`src/rtl/codec_sample_scheduler_if.sv`:
```
// CODEC-side handshake and sample bus for the sample scheduler.
// master = scheduler (pops input, pushes output); slave = CODEC.
interface codec_sample_scheduler_if;
    logic        read_ready;
    logic [23:0] readdata_left;
    logic [23:0] readdata_right;
    logic        write_ready;
    logic        read;
    logic        write;
    logic [23:0] writedata_left;
    logic [23:0] writedata_right;

    modport master (
        input  read_ready, readdata_left, readdata_right, write_ready,
        output read, write, writedata_left, writedata_right
    );

    modport slave (
        output read_ready, readdata_left, readdata_right, write_ready,
        input  read, write, writedata_left, writedata_right
    );
endinterface

```
`src/rtl/codec_sample_scheduler.sv`:
```
// Sequences CODEC read/write around a time-multiplexed moving-average filter
// over a circular history of the last TAPS stereo samples.
module codec_sample_scheduler #(
    parameter int unsigned TAPS       = 8,
    parameter int unsigned WR_TIMEOUT = 4095
) (
    input  logic                     CLOCK_50,
    input  logic                     reset,
    codec_sample_scheduler_if.master codec,
    input  logic                     filt_en,
    output logic                     busy,
    output logic [15:0]              sample_count,
    output logic                     drop
);
    localparam int unsigned LogTaps = $clog2(TAPS);
    localparam int unsigned AccW    = 24 + LogTaps;
    localparam int unsigned ToW     = $clog2(WR_TIMEOUT + 1);

    typedef enum logic [2:0] {StIdle, StRead, StMac, StWaitWr, StWrite} state_e;

    state_e                    state_q, state_d;
    logic [LogTaps-1:0]        wp_q, wp_d;
    logic [LogTaps-1:0]        k_q, k_d;
    logic signed [AccW-1:0]    acc_l_q, acc_l_d, acc_r_q, acc_r_d;
    logic [ToW-1:0]            to_q, to_d;
    logic [23:0]               wdata_l_q, wdata_l_d, wdata_r_q, wdata_r_d;
    logic [15:0]               cnt_q, cnt_d;
    logic                      drop_q, drop_d;
    logic                      hist_we;
    logic [23:0]               hist_l_q [TAPS];
    logic [23:0]               hist_r_q [TAPS];

    logic [LogTaps-1:0]        rd_idx;
    logic [23:0]               tap_l, tap_r;
    logic signed [AccW-1:0]    tap_l_ext, tap_r_ext, sum_l, sum_r;

    // READ writes hist[wp] on its closing edge, so MAC k=0 already sees the new sample.
    assign rd_idx    = wp_q - k_q;
    assign tap_l     = hist_l_q[rd_idx];
    assign tap_r     = hist_r_q[rd_idx];
    assign tap_l_ext = {{LogTaps{tap_l[23]}}, tap_l};
    assign tap_r_ext = {{LogTaps{tap_r[23]}}, tap_r};
    assign sum_l     = acc_l_q + tap_l_ext;
    assign sum_r     = acc_r_q + tap_r_ext;

    always_comb begin
        state_d   = state_q;
        wp_d      = wp_q;
        k_d       = k_q;
        acc_l_d   = acc_l_q;
        acc_r_d   = acc_r_q;
        to_d      = to_q;
        wdata_l_d = wdata_l_q;
        wdata_r_d = wdata_r_q;
        cnt_d     = cnt_q;
        drop_d    = drop_q;
        hist_we   = 1'b0;
        unique case (state_q)
            StIdle: begin
                if (codec.read_ready) state_d = StRead;
            end
            StRead: begin
                hist_we = 1'b1;
                k_d     = '0;
                acc_l_d = '0;
                acc_r_d = '0;
                state_d = StMac;
            end
            StMac: begin
                acc_l_d = sum_l;
                acc_r_d = sum_r;
                k_d     = k_q + 1'b1;
                if (k_q == LogTaps'(TAPS - 1)) begin
                    // Upper 24 bits of the final sum are the floor-divided average.
                    if (filt_en) begin
                        wdata_l_d = sum_l[AccW-1:LogTaps];
                        wdata_r_d = sum_r[AccW-1:LogTaps];
                    end else begin
                        wdata_l_d = hist_l_q[wp_q];
                        wdata_r_d = hist_r_q[wp_q];
                    end
                    wp_d    = wp_q + 1'b1;
                    to_d    = '0;
                    state_d = StWaitWr;
                end
            end
            StWaitWr: begin
                if (codec.write_ready) begin
                    state_d = StWrite;
                end else if (to_q == ToW'(WR_TIMEOUT - 1)) begin
                    drop_d  = 1'b1;
                    state_d = StIdle;
                end else begin
                    to_d = to_q + 1'b1;
                end
            end
            StWrite: begin
                cnt_d   = cnt_q + 16'd1;
                state_d = StIdle;
            end
            default: state_d = StIdle;
        endcase
    end

    always_ff @(posedge CLOCK_50) begin
        if (reset) begin
            state_q   <= StIdle;
            wp_q      <= '0;
            k_q       <= '0;
            acc_l_q   <= '0;
            acc_r_q   <= '0;
            to_q      <= '0;
            wdata_l_q <= '0;
            wdata_r_q <= '0;
            cnt_q     <= '0;
            drop_q    <= 1'b0;
            for (int i = 0; i < TAPS; i++) begin
                hist_l_q[i] <= '0;
                hist_r_q[i] <= '0;
            end
        end else begin
            state_q   <= state_d;
            wp_q      <= wp_d;
            k_q       <= k_d;
            acc_l_q   <= acc_l_d;
            acc_r_q   <= acc_r_d;
            to_q      <= to_d;
            wdata_l_q <= wdata_l_d;
            wdata_r_q <= wdata_r_d;
            cnt_q     <= cnt_d;
            drop_q    <= drop_d;
            if (hist_we) begin
                hist_l_q[wp_q] <= codec.readdata_left;
                hist_r_q[wp_q] <= codec.readdata_right;
            end
        end
    end

    // Gating with reset keeps the CODEC from popping/pushing on the edge that aborts the frame.
    assign codec.read            = (state_q == StRead) && !reset;
    assign codec.write           = (state_q == StWrite) && !reset;
    assign codec.writedata_left  = wdata_l_q;
    assign codec.writedata_right = wdata_r_q;
    assign busy                  = (state_q != StIdle);
    assign sample_count          = cnt_q;
    assign drop                  = drop_q;
endmodule

```
`src/flat_wrapper.sv`:
```
// flat-port wrapper written by rule: the top's interface ports become plain ports
module codec_sample_scheduler_flat 
#(
    parameter int unsigned TAPS       = 8,
    parameter int unsigned WR_TIMEOUT = 4095
)
  (CLOCK_50, reset, filt_en, busy, sample_count, drop, codec_read_ready, codec_readdata_left, codec_readdata_right, codec_write_ready, codec_read, codec_write, codec_writedata_left, codec_writedata_right);
  codec_sample_scheduler_if codec_i ();
  input  logic CLOCK_50;
  input  logic reset;
  input  logic filt_en;
  output logic busy;
  output logic [15:0] sample_count;
  output logic drop;
  input wire logic [$bits(codec_i.read_ready)-1:0] codec_read_ready;
  input wire logic [$bits(codec_i.readdata_left)-1:0] codec_readdata_left;
  input wire logic [$bits(codec_i.readdata_right)-1:0] codec_readdata_right;
  input wire logic [$bits(codec_i.write_ready)-1:0] codec_write_ready;
  output wire logic [$bits(codec_i.read)-1:0] codec_read;
  output wire logic [$bits(codec_i.write)-1:0] codec_write;
  output wire logic [$bits(codec_i.writedata_left)-1:0] codec_writedata_left;
  output wire logic [$bits(codec_i.writedata_right)-1:0] codec_writedata_right;
  assign codec_i.read_ready = codec_read_ready;
  assign codec_i.readdata_left = codec_readdata_left;
  assign codec_i.readdata_right = codec_readdata_right;
  assign codec_i.write_ready = codec_write_ready;
  assign codec_read = codec_i.read;
  assign codec_write = codec_i.write;
  assign codec_writedata_left = codec_i.writedata_left;
  assign codec_writedata_right = codec_i.writedata_right;
  codec_sample_scheduler #(.TAPS(TAPS), .WR_TIMEOUT(WR_TIMEOUT)) u_core (.CLOCK_50(CLOCK_50), .reset(reset), .codec(codec_i), .filt_en(filt_en), .busy(busy), .sample_count(sample_count), .drop(drop));
endmodule
```
`config.mk`:
```
export PLATFORM = sky130hd
export DESIGN_NAME = codec_sample_scheduler_flat
export DESIGN_NICKNAME = d
export VERILOG_FILES = /design/src/rtl/codec_sample_scheduler_if.sv /design/src/rtl/codec_sample_scheduler.sv /design/src/flat_wrapper.sv
export SDC_FILE = /design/constraint.sdc
export NUM_CORES = 1
export LEC_CHECK = 0
export BUFFER_PORTS_ARGS = -buffer_cell sky130_fd_sc_hd__buf_2
export CAP_MARGIN = 20
export CORE_MARGIN = 5
export CORE_UTILIZATION = 45
export CTS_CLUSTER_DIAMETER = 60
export DETAILED_ROUTE_END_ITERATION = 10
export SLEW_MARGIN = 25
export SYNTH_ARGS = -nofsm -noshare
export SYNTH_HDL_FRONTEND = slang
export SYNTH_SLANG_ARGS = --single-unit
```
`constraint.sdc`:
```
create_clock -name CLOCK_50 -period 5.3 [get_ports CLOCK_50]
set_input_delay 1.06 -clock CLOCK_50 [delete_from_list [all_inputs] [get_ports CLOCK_50]]
set_output_delay 1.06 -clock CLOCK_50 [all_outputs]
set_load 0.01 [all_outputs]
```
After elaboration in Yosys (flattened, before gate mapping)

Memory sizes are Yosys's and may differ from the RTL's. A register that Yosys moved wholly into a read port is not among the register bits.
Cells that the tools add are included.

Register bits: 140
Memory bits (writable): 384
Input port bits: 53
Output and inout bits: 68
Word-level logic and storage cells: 74
Memories: 2

Add/subtract/negate cells: 7
Equal/unequal tests: 11
Muxes and demuxes: 30
Bitwise gates (word level): 1
Reduce and logical (&&, ||, !) cells: 13

Memories:

| memory          | depth | bits a word | read ports | clocked after Yosys merged registers in | write ports | line                         | RTL |
|---|---|---|---|---|---|---|---|
| u_core.hist_l_q | 8     | 24          | 2          | 1                                       | 8           | codec_sample_scheduler.sv:30 | `logic [23:0] hist_l_q [TAPS];` |
| u_core.hist_r_q | 8     | 24          | 2          | 1                                       | 8           | codec_sample_scheduler.sv:31 | `logic [23:0] hist_r_q [TAPS];` |

Operators with widths:

| kind                                                                    | count |
|---|---|
| 27-bit one-hot mux with 2 select lines                                  | 2 |
| 24-bit 2-to-1 mux                                                       | 4 |
| 27-bit by 24-bit adder with 27-bit output                               | 2 |
| 24-bit OR reduction                                                     | 2 |
| 12-bit 2-to-1 mux                                                       | 3 |
| 3-bit 2-to-1 mux                                                        | 10 |
| 12-bit one-hot mux with 2 select lines                                  | 1 |
| 16-bit by 1-bit adder with 16-bit output, second input constant         | 1 |
| 12-bit by 1-bit adder with 12-bit output, second input constant         | 1 |
| 12-bit == test, second input constant                                   | 1 |
| 3-bit one-hot mux with 4 select lines                                   | 1 |
| 1-bit 2-to-1 mux                                                        | 8 |
| 3-bit by 1-bit adder with 3-bit output, second input constant           | 2 |
| 3-bit by 2-bit == test with 1-bit output, second input constant         | 2 |
| 3-bit == test, second input constant                                    | 2 |
| 2-bit inequality test, second input constant                            | 3 |
| 3-bit one-hot mux with 2 select lines                                   | 1 |
| 3-bit AND reduction                                                     | 2 |
| 4-bit AND reduction                                                     | 1 |
| 2-bit nonzero test                                                      | 2 |
| 3-bit by 1-bit == test with 1-bit output, second input constant         | 1 |
| 3-bit logical NOT                                                       | 1 |
| 3-bit by 2-bit inequality test with 1-bit output, second input constant | 1 |
| 3-bit nonzero test                                                      | 1 |
| other kinds (6)                                                         | 7 |

Logic depth before layout (Yosys ltp)

Gate-level depths: netlist of the first run.

Depth in word-level cells: 7
Depth in mapped cells: 22
Gate-level depth less buffers: 20

Worst setup path after synthesis of the first run

No wires, ideal clock.

Kind: reg2reg
Start point: reg u_core.wp_q[0]
End point: reg u_core.wdata_l_q[23], in the netlist u_core.codec.writedata_left[23]
Setup time: 0.114 ns
Arrival time: 5.199 ns
Required time: 5.186 ns
Slack: -0.013 ns
Cell stages (with the launch flop): 23
Path buffers: 2
Clock period less this slack: 5.313 ns
Cell sequence: dfxtp_1 -> inv_1 -> ha_1 -> inv_1 -> fa_1 -> xor2_1 -> xnor2_1 -> clkbuf_1 -> buf_2 -> mux4_2 -> mux2_2 -> ha_1 -> inv_1 -> fa_1 -> nand2b_1 -> a21oi_1 -> o41a_1 -> a311o_1 -> a31oi_2 -> a21oi_1 -> xnor2_1 -> xor2_1 -> a2111oi_0

Longest elaborated chain between the ends: 4

RTL lines:

| what                                      | line                          | RTL |
|---|---|---|
| start: declaration                        | codec_sample_scheduler.sv:22  | `logic [LogTaps-1:0] wp_q, wp_d;` |
| start signal: assignment                  | codec_sample_scheduler.sv:123 | `wp_q <= wp_d;` |
| 3-bit subtractor                          | codec_sample_scheduler.sv:38  | `assign rd_idx = wp_q - k_q;` |
| memory 8 x 24 bit                         | n/a                           |  |
| 27-bit by 24-bit adder with 27-bit output | codec_sample_scheduler.sv:43  | `assign sum_l = acc_l_q + tap_l_ext;` |
| 24-bit 2-to-1 mux                         | codec_sample_scheduler.sv:75  | `if (filt_en) begin` |
| end signal: assignment                    | codec_sample_scheduler.sv:128 | `wdata_l_q <= wdata_l_d;` |
| end: declaration                          | codec_sample_scheduler.sv:26  | `logic [23:0] wdata_l_q, wdata_l_d, wdata_r_q, wdata_r_d;` |

Every way passes these cells.
A chain may end at the register's enable or synchronous reset.

Worst setup path after layout of the first run

Start point: reg u_core.wp_q[0]
End point: reg u_core.wdata_r_q[20], in the netlist u_core.codec.writedata_right[20]

Longest elaborated chain between the ends: 4

RTL lines:

| what                                      | line                          | RTL |
|---|---|---|
| 3-bit subtractor                          | codec_sample_scheduler.sv:38  |  |
| memory 8 x 24 bit                         | n/a                           |  |
| 27-bit by 24-bit adder with 27-bit output | codec_sample_scheduler.sv:44  | `assign sum_r = acc_r_q + tap_r_ext;` |
| 24-bit 2-to-1 mux                         | codec_sample_scheduler.sv:75  |  |
| end signal: assignment                    | codec_sample_scheduler.sv:129 | `wdata_r_q <= wdata_r_d;` |
| end: declaration                          | codec_sample_scheduler.sv:26  |  |

Every way passes these cells.

==> flow_summary.toml, run 1 <==
[outcome]
status = "complete, no violations"

[place]
port_buffers = 120
gp_congestion = 0.858
pre_cts_ws_ps = -117
dp_hpwl_um = 50900
post_dp_cell_area_um2 = 29900

[die]
die_w_um = 260
coreArea_um2 = 61700
rows = 91
die_y_um = 260
die_area_um2 = 67400
io_pins = 121
initial_core_util_pct = 45.5

[global_routing]
antenna_found_initial = 9
grt_util_all_layers_pct = 24.4
grt_pass1_wl_um = 124000
first_global_vias = 19200
grt-ovfl-total = 0
grt.met3_usage_pct = 3.41
grt_start_max_net_pins = 69
grtUsageMet1_pct = 34.8
use_met2_pct = 39.4
grt.busiest_layer = "met2"

[worst_setup_path]
critPathArrivalTime_ps = 5600
end_kind = "flip-flop"
slowest_delay_ps = 500
crit_chain = "inv_1 -> ha_4 -> inv_1 -> fa_2 -> xor2_4 -> xnor2_4 -> buf_12 -> buf_12 -> mux4_2 -> mux2_2 -> ha_1 -> o21ai_0 -> nor4_1 -> nor2_1 -> a21oi_1 -> o32a_1 -> a221o_1 -> a41oi_2 -> mux2i_1 -> o211ai_1"
cpMaxStageDelayCell = "mux4_2"
required_ps = 5790
crit_path_max_fanout = 11
critPathLaunchType = "flip-flop"
criticalPathCategory = "reg2reg"

[clock_network]
clkLatencyLatePin_ps = 620
clock-root-buffer = "clkbuf_16"
numCtsBuffers = 58
clk_pin_slew_worst_paths_ps = 60
htreeDepth = 2
clock_path_buffers = 3
cts.sinks = 527
cts_tree = "built"

[synthesis]
async_flop_share_pct = 0
syn_nets = 2318
yosys.area_share.simple_pct = 14.5
synth_edf_count = 384
synth-xor-area-share_pct = 2.25
syn_area_per_cell_um2 = 12.7
synth_top_family_by_area = "multiplexers"
ys_seq_area_share_pct = 51.3
synth_compound_area_share_pct = 7.88
ys.flop_type = "edfxtp_1"
synthMuxAreaShare_pct = 18.7
synth_cells = 2201
yosysUniqueCellTypes = 66
ys_seq_elements = 527
synth_warnings = 0
syn_area_um2 = 28100
synthAdderAreaFrac_pct = 2.93

[timing]
min_period_ps = 5110
fmax_mhz = 196
hold_viol = 0
slew_viol_final = 0
skew_ps = 33.9
tns_ps = 0
worst_pin_slew_ps = 1050
timing.slew.headroom_pct = 29.8
holdWs_ps = 451
final-setup-viol-count = 0
fin_crit_sh_pct = 96.5
timing.final.ws_setup_ps = 187
rsz0062_at_grt = "true"

[pwr]
p_total_uw = 10000
leakage_uw = 0.0119
power_density_nw_per_um2 = 314
ir_drop_mv = 0.278

[final_layout]
fin_area_um2 = 32000
drive_above_1_share_pct = 24.4
fillCellCount = 5340
fin_nets = 2422
syn_to_final_growth_pct = 13.9

[min_path]
worstHoldPathType = "reg2reg"

[job]
max_cap_violations = 0

[route]
drtAntennaViolNets = 0
drc = 0
dr.pass1.iters = 5
wire_per_inst_um = 26.1
totalWireLength_um = 83500
drt_iter0_drc = 1809
viasPerCell = 5.95
vias = 19000
[logic make-up (layout without fill, tap and decap cells)]
logic type | Yosys count | in the layout
AND/OR/NAND/NOR | 744 | 744
flip-flops | 527 | 527
AO/OA/AOI/OAI | 344 | 344
multiplexers | 277 | 277
buffers and inverters | 173 | 325
XOR/XNOR | 72 | 72
adder cells (fa/ha/maj) | 64 | 64
other | 0 | 4
[sequential cells by signal (all words and copies together), names as in the netlist, named ones only]
name,count
u_core.hist_r_q,192
u_core.sample_count,16
u_core.k_q,3
u_core.wp_q,3
u_core.acc_l_q,27
u_core.to_q,12
u_core.drop,1
u_core.acc_r_q,27
u_core.hist_l_q,192
u_core.codec.writedata_left,24
u_core.codec.writedata_right,24
u_core.state_q,3
[per-layer routing]
| layer | vias to the layer above | share of wire, % |
|---|---|---|
| li1 | 8453 | - |
| met5 | - | 0.054 |
| met1 | 9701 | 43 |
| met3 | 144 | 7.1 |
| met4 | 8 | 2.8 |
| met2 | 707 | 47 |
[synth_stat cells (38+ instances only)]
cell type | instances | area, um^2
a21oi_1 | 113 | 566
and2_1 | 390 | 2440
mux2_2 | 54 | 608
nor2_1 | 159 | 597
nand2_1 | 74 | 278
xnor2_1 | 38 | 333
mux4_2 | 192 | 4320
dfxtp_1 | 143 | 2860
clkbuf_1 | 115 | 432
ha_1 | 61 | 763
o21ai_0 | 47 | 235
edfxtp_1 | 384 | 11500
[report_power, final]
group | internal (uW) | total [uW] | switching [uW]
sequential | 4550 | 4630 | 81.9
clock | 2420 | 4120 | 1690
combinational | 535 | 1280 | 744
[worst max-delay path: cells and delay by family (launching register included)]
kind | cells | cell delay, ps
buffers and inverters | 4 | 480
xor gates and xnor gates | 2 | 370
AOI/OAI and AO/OA | 6 | 1600
and+or+nand+nor | 2 | 330
adders and majority gates | 3 | 830
muxes | 3 | 1030
DFF | 1 | 320
[what timing repair did]
item,4_1_cts,5_1_grt
buffers inserted,2,0
setup endpoints to repair,6,13
pin swaps,1,4
gates resized for setup,1,9
hold buffers,0,0
[stage by stage]
stage / instances / utilization, %
after floorplan: 2201 / -
after global placement: 3079 / 48.4
after detailed placement: 3079 / 48.4
after CTS: 3189 / 51.7
after global routing: 3191 / 51.8
final: 3194 / 51.8
[placed cells by master, fill, tap and decap left out, drive strengths merged, types with 8 or more instances in the layout]
cell      n
xor2     34
nor2    159
mux2     55
a21o     31
mux2i    30
ha       61
nand3    17
nor2b    22
dfxtp   143
a22oi    15
and3     11
inv      32
and2    390
mux4    192
a22o     20
o21ai    67
nand2    74
xnor2    38
or2       9
nor3     15
clkinv   16
a211oi   32
clkbuf   79
nand2b   18
edfxtp  384
a21oi   113
o211ai    8
or3       9
a31oi     9
buf     190
[path summary, 6_finish.rpt]
| kind | from | endpoint | slack (ps) | depth (start not counted) |
|---|---|---|---|---|
| max reg2reg | u_core.wp_q[0] | u_core.codec.writedata_right[20] | 190 | 20 |
| max | u_core.wp_q[0] | u_core.codec.writedata_right[20] | 190 | 20 |
| min | u_core.codec.writedata_right[21] | u_core.codec.writedata_right[21] | 450 | 2 |
| min reg2reg | u_core.codec.writedata_right[21] | u_core.codec.writedata_right[21] | 450 | 2 |
[cell type report]
| class | instances | area, um^2 | share of cell area, % |
|---|---|---|---|
| flip-flops and latches | 527 | 14400 | 45.1 |
| multi-input cells | 1501 | 13100 | 41.1 |
| clock buffers | 79 | 1640 | 5.14 |
| repair buffers | 190 | 1320 | 4.13 |
| well taps | 837 | 1050 | 3.28 |
| clock inverters | 29 | 309 | 0.967 |
| inverters | 27 | 101 | 0.317 |
| diodes | 4 | 10.0 | 0.0313 |
(Power assumes the default switching activity.)
==> run 2: changes to the inputs <==
--- a/config.mk
+++ b/config.mk
@@ -11,6 +11,7 @@
 export CORE_UTILIZATION = 45
 export CTS_CLUSTER_DIAMETER = 60
 export DETAILED_ROUTE_END_ITERATION = 10
+export SETUP_SLACK_MARGIN = 0.5
 export SLEW_MARGIN = 25
 export SYNTH_ARGS = -nofsm -noshare
 export SYNTH_HDL_FRONTEND = slang
==> run 2 against run 1 <==
Compared with the run above: wire length increased by 3.2%; non-clock buffer count grew 69; setup slack better by 230 ps; sequential cell count did not move; critical path type unchanged.
==> flow_summary.toml, run 2 (same netlist as run 1, synthesis figures left out) <==
[outcome]
status = "complete, no violations"

[timing]
slew_viol_final = 0
hold_viol = 0
fmax_mhz = 205
fin_crit_sh_pct = 92.2
final-setup-viol-count = 0
worst_pin_slew_ps = 932
rsz0062_at_grt = "true"
tns_ps = 0
skew_ps = 27.7
timing.slew.headroom_pct = 37.8
min_period_ps = 4890

[place]
gp_congestion = 0.893
dp_hpwl_um = 52100
placed_cells = 3088
port_buffers = 120
post_dp_cell_area_um2 = 30000

[global_routing]
grt_pass1_wl_um = 127000
grt_start_max_net_pins = 57
antenna_found_initial = 7
grt_util_all_layers_pct = 25.0
grt-ovfl-total = 0
first_global_vias = 19900

[die]
die_w_um = 260
die_y_um = 260
initial_core_util_pct = 45.5
io_pins = 121
rows = 91
die_area_um2 = 67400
coreArea_um2 = 61700

[final_layout]
drive_above_1_share_pct = 30.4
fin_nets = 2492
fin_area_um2 = 33500
fillCellCount = 5101
final_common_cell = "and2_1"
syn_to_final_growth_pct = 19.5
top_regs = "u_core.hist_l_q x192, u_core.hist_r_q x192"
instances_no_fill = 3263
final_cell_mix = "and2_1 (390), edfxtp_1 (384), mux4_2 (192)"
utilization_pct = 54.3

[route]
drt_iter0_drc = 1880
wire_per_inst_um = 26.4
totalWireLength_um = 86100
viasPerCell = 5.97
drtAntennaViolNets = 0
dr.pass1.iters = 5
vias = 19500
drc = 0

[min_path]
worstHoldPathType = "reg2reg"
min_from = "u_core.codec.writedata_right[18]"

[clock_network]
clock_path_buffers = 3
clk_pin_slew_worst_paths_ps = 60
clkLatencyLatePin_ps = 640
htreeDepth = 2
cts.sinks = 527
cts_tree = "built"
clock-root-buffer = "clkbuf_16"
numCtsBuffers = 59

[worst_setup_path]
criticalPathCategory = "reg2reg"
slowest_delay_ps = 500
crit_chain = "inv_2 -> ha_4 -> inv_2 -> fa_2 -> xor2_4 -> xnor2_4 -> buf_6 -> buf_12 -> mux4_2 -> mux2_4 -> ha_4 -> inv_4 -> fa_2 -> nand2b_4 -> a21oi_2 -> o41a_1 -> a311o_1 -> a31oi_4 -> a21oi_2 -> xnor2_2 -> buf_4 -> or3_1 -> o21ai_1"
required_ps = 5870
end_kind = "flip-flop"
critPathLaunchType = "flip-flop"
crit_family = "compound AO/OA/AOI/OAI gates"
cp_num_buf_inv = 6
crit_start = "u_core.wp_q[0]"
crit_path_max_fanout = 7
critPathArrivalTime_ps = 5450
cpMaxStageDelayCell = "mux4_2"
r2r_start = "u_core.wp_q[0]"

[pwr]
ir_drop_mv = 0.234
power_density_nw_per_um2 = 312
leakage_uw = 0.0125

[job]
max_cap_violations = 0
==> run 2: cell type report <==
class	count	area, um^2	share of cell area [%]
antenna	1	2.50	0.00746
clock buffer	76	1630	4.87
clock inverter	35	392	1.17
inverter	27	104	0.310
multi-input combinational	1501	13900	41.5
sequential	527	14400	43.0
tap	837	1050	3.12
timing repair buffer	259	2030	6.05
==> run 2: timing repair <==
action                     CTS  global route
hold buffers                 0             0
gates cloned                 5             1
buffers inserted            27            30
setup endpoints to repair   49            52
resized for setup           80            95
pin swaps                   35            57
==> run 2: routing by layer <==
metal	wire length [um]	vias up	track usage, %
met5	58	-	0
met4	2660	10	7.82
met3	7330	180	4.79
met2	41400	896	41.4
met1	34700	9802	33.8
li1	-	8600	-
==> run 2: worst reg2reg max path, cell delays in order, from the launching register on <==
cell      delay [ps]
dfxtp_2          330
inv_2             80
ha_4             130
inv_2             30
fa_2             370
xor2_4           190
xnor2_4          210
buf_6            130
buf_12           130
mux4_2           510
mux2_4           300
ha_4             170
inv_4             50
fa_2             200
nand2b_4         130
a21oi_2           60
o41a_1           370
a311o_1          390
a31oi_4          220
a21oi_2          100
xnor2_2          170
buf_4            150
or3_1            310
o21ai_1           90
==> run 2: worst paths after layout <==
kind                                                    endpoint  slack (ps)  cells past startpoint
worst max register to register                u_core.acc_l_q[26]         410                     23
worst max-delay path                          u_core.acc_l_q[26]         410                     23
worst min register to register  u_core.codec.writedata_right[18]         450                      2
worst min-delay path            u_core.codec.writedata_right[18]         450                      2
==> run 2: through the flow <==
step / power [uW] / hold WS (ps) / setup WS (ps)
after CTS: 10400 / 456 / 421
after floorplan: 5550 / 432 / 486
final: 10500 / 454 / 414
after global placement: 5970 / 445 / 146
after detailed placement: 5990 / 448 / 20.2
after global routing: 10800 / 488 / 221
==> run 2: power breakdown <==
group,switching (uW),internal [uW]
Combinational,842,708
Sequential,88.6,4550
Clock,1710,2560
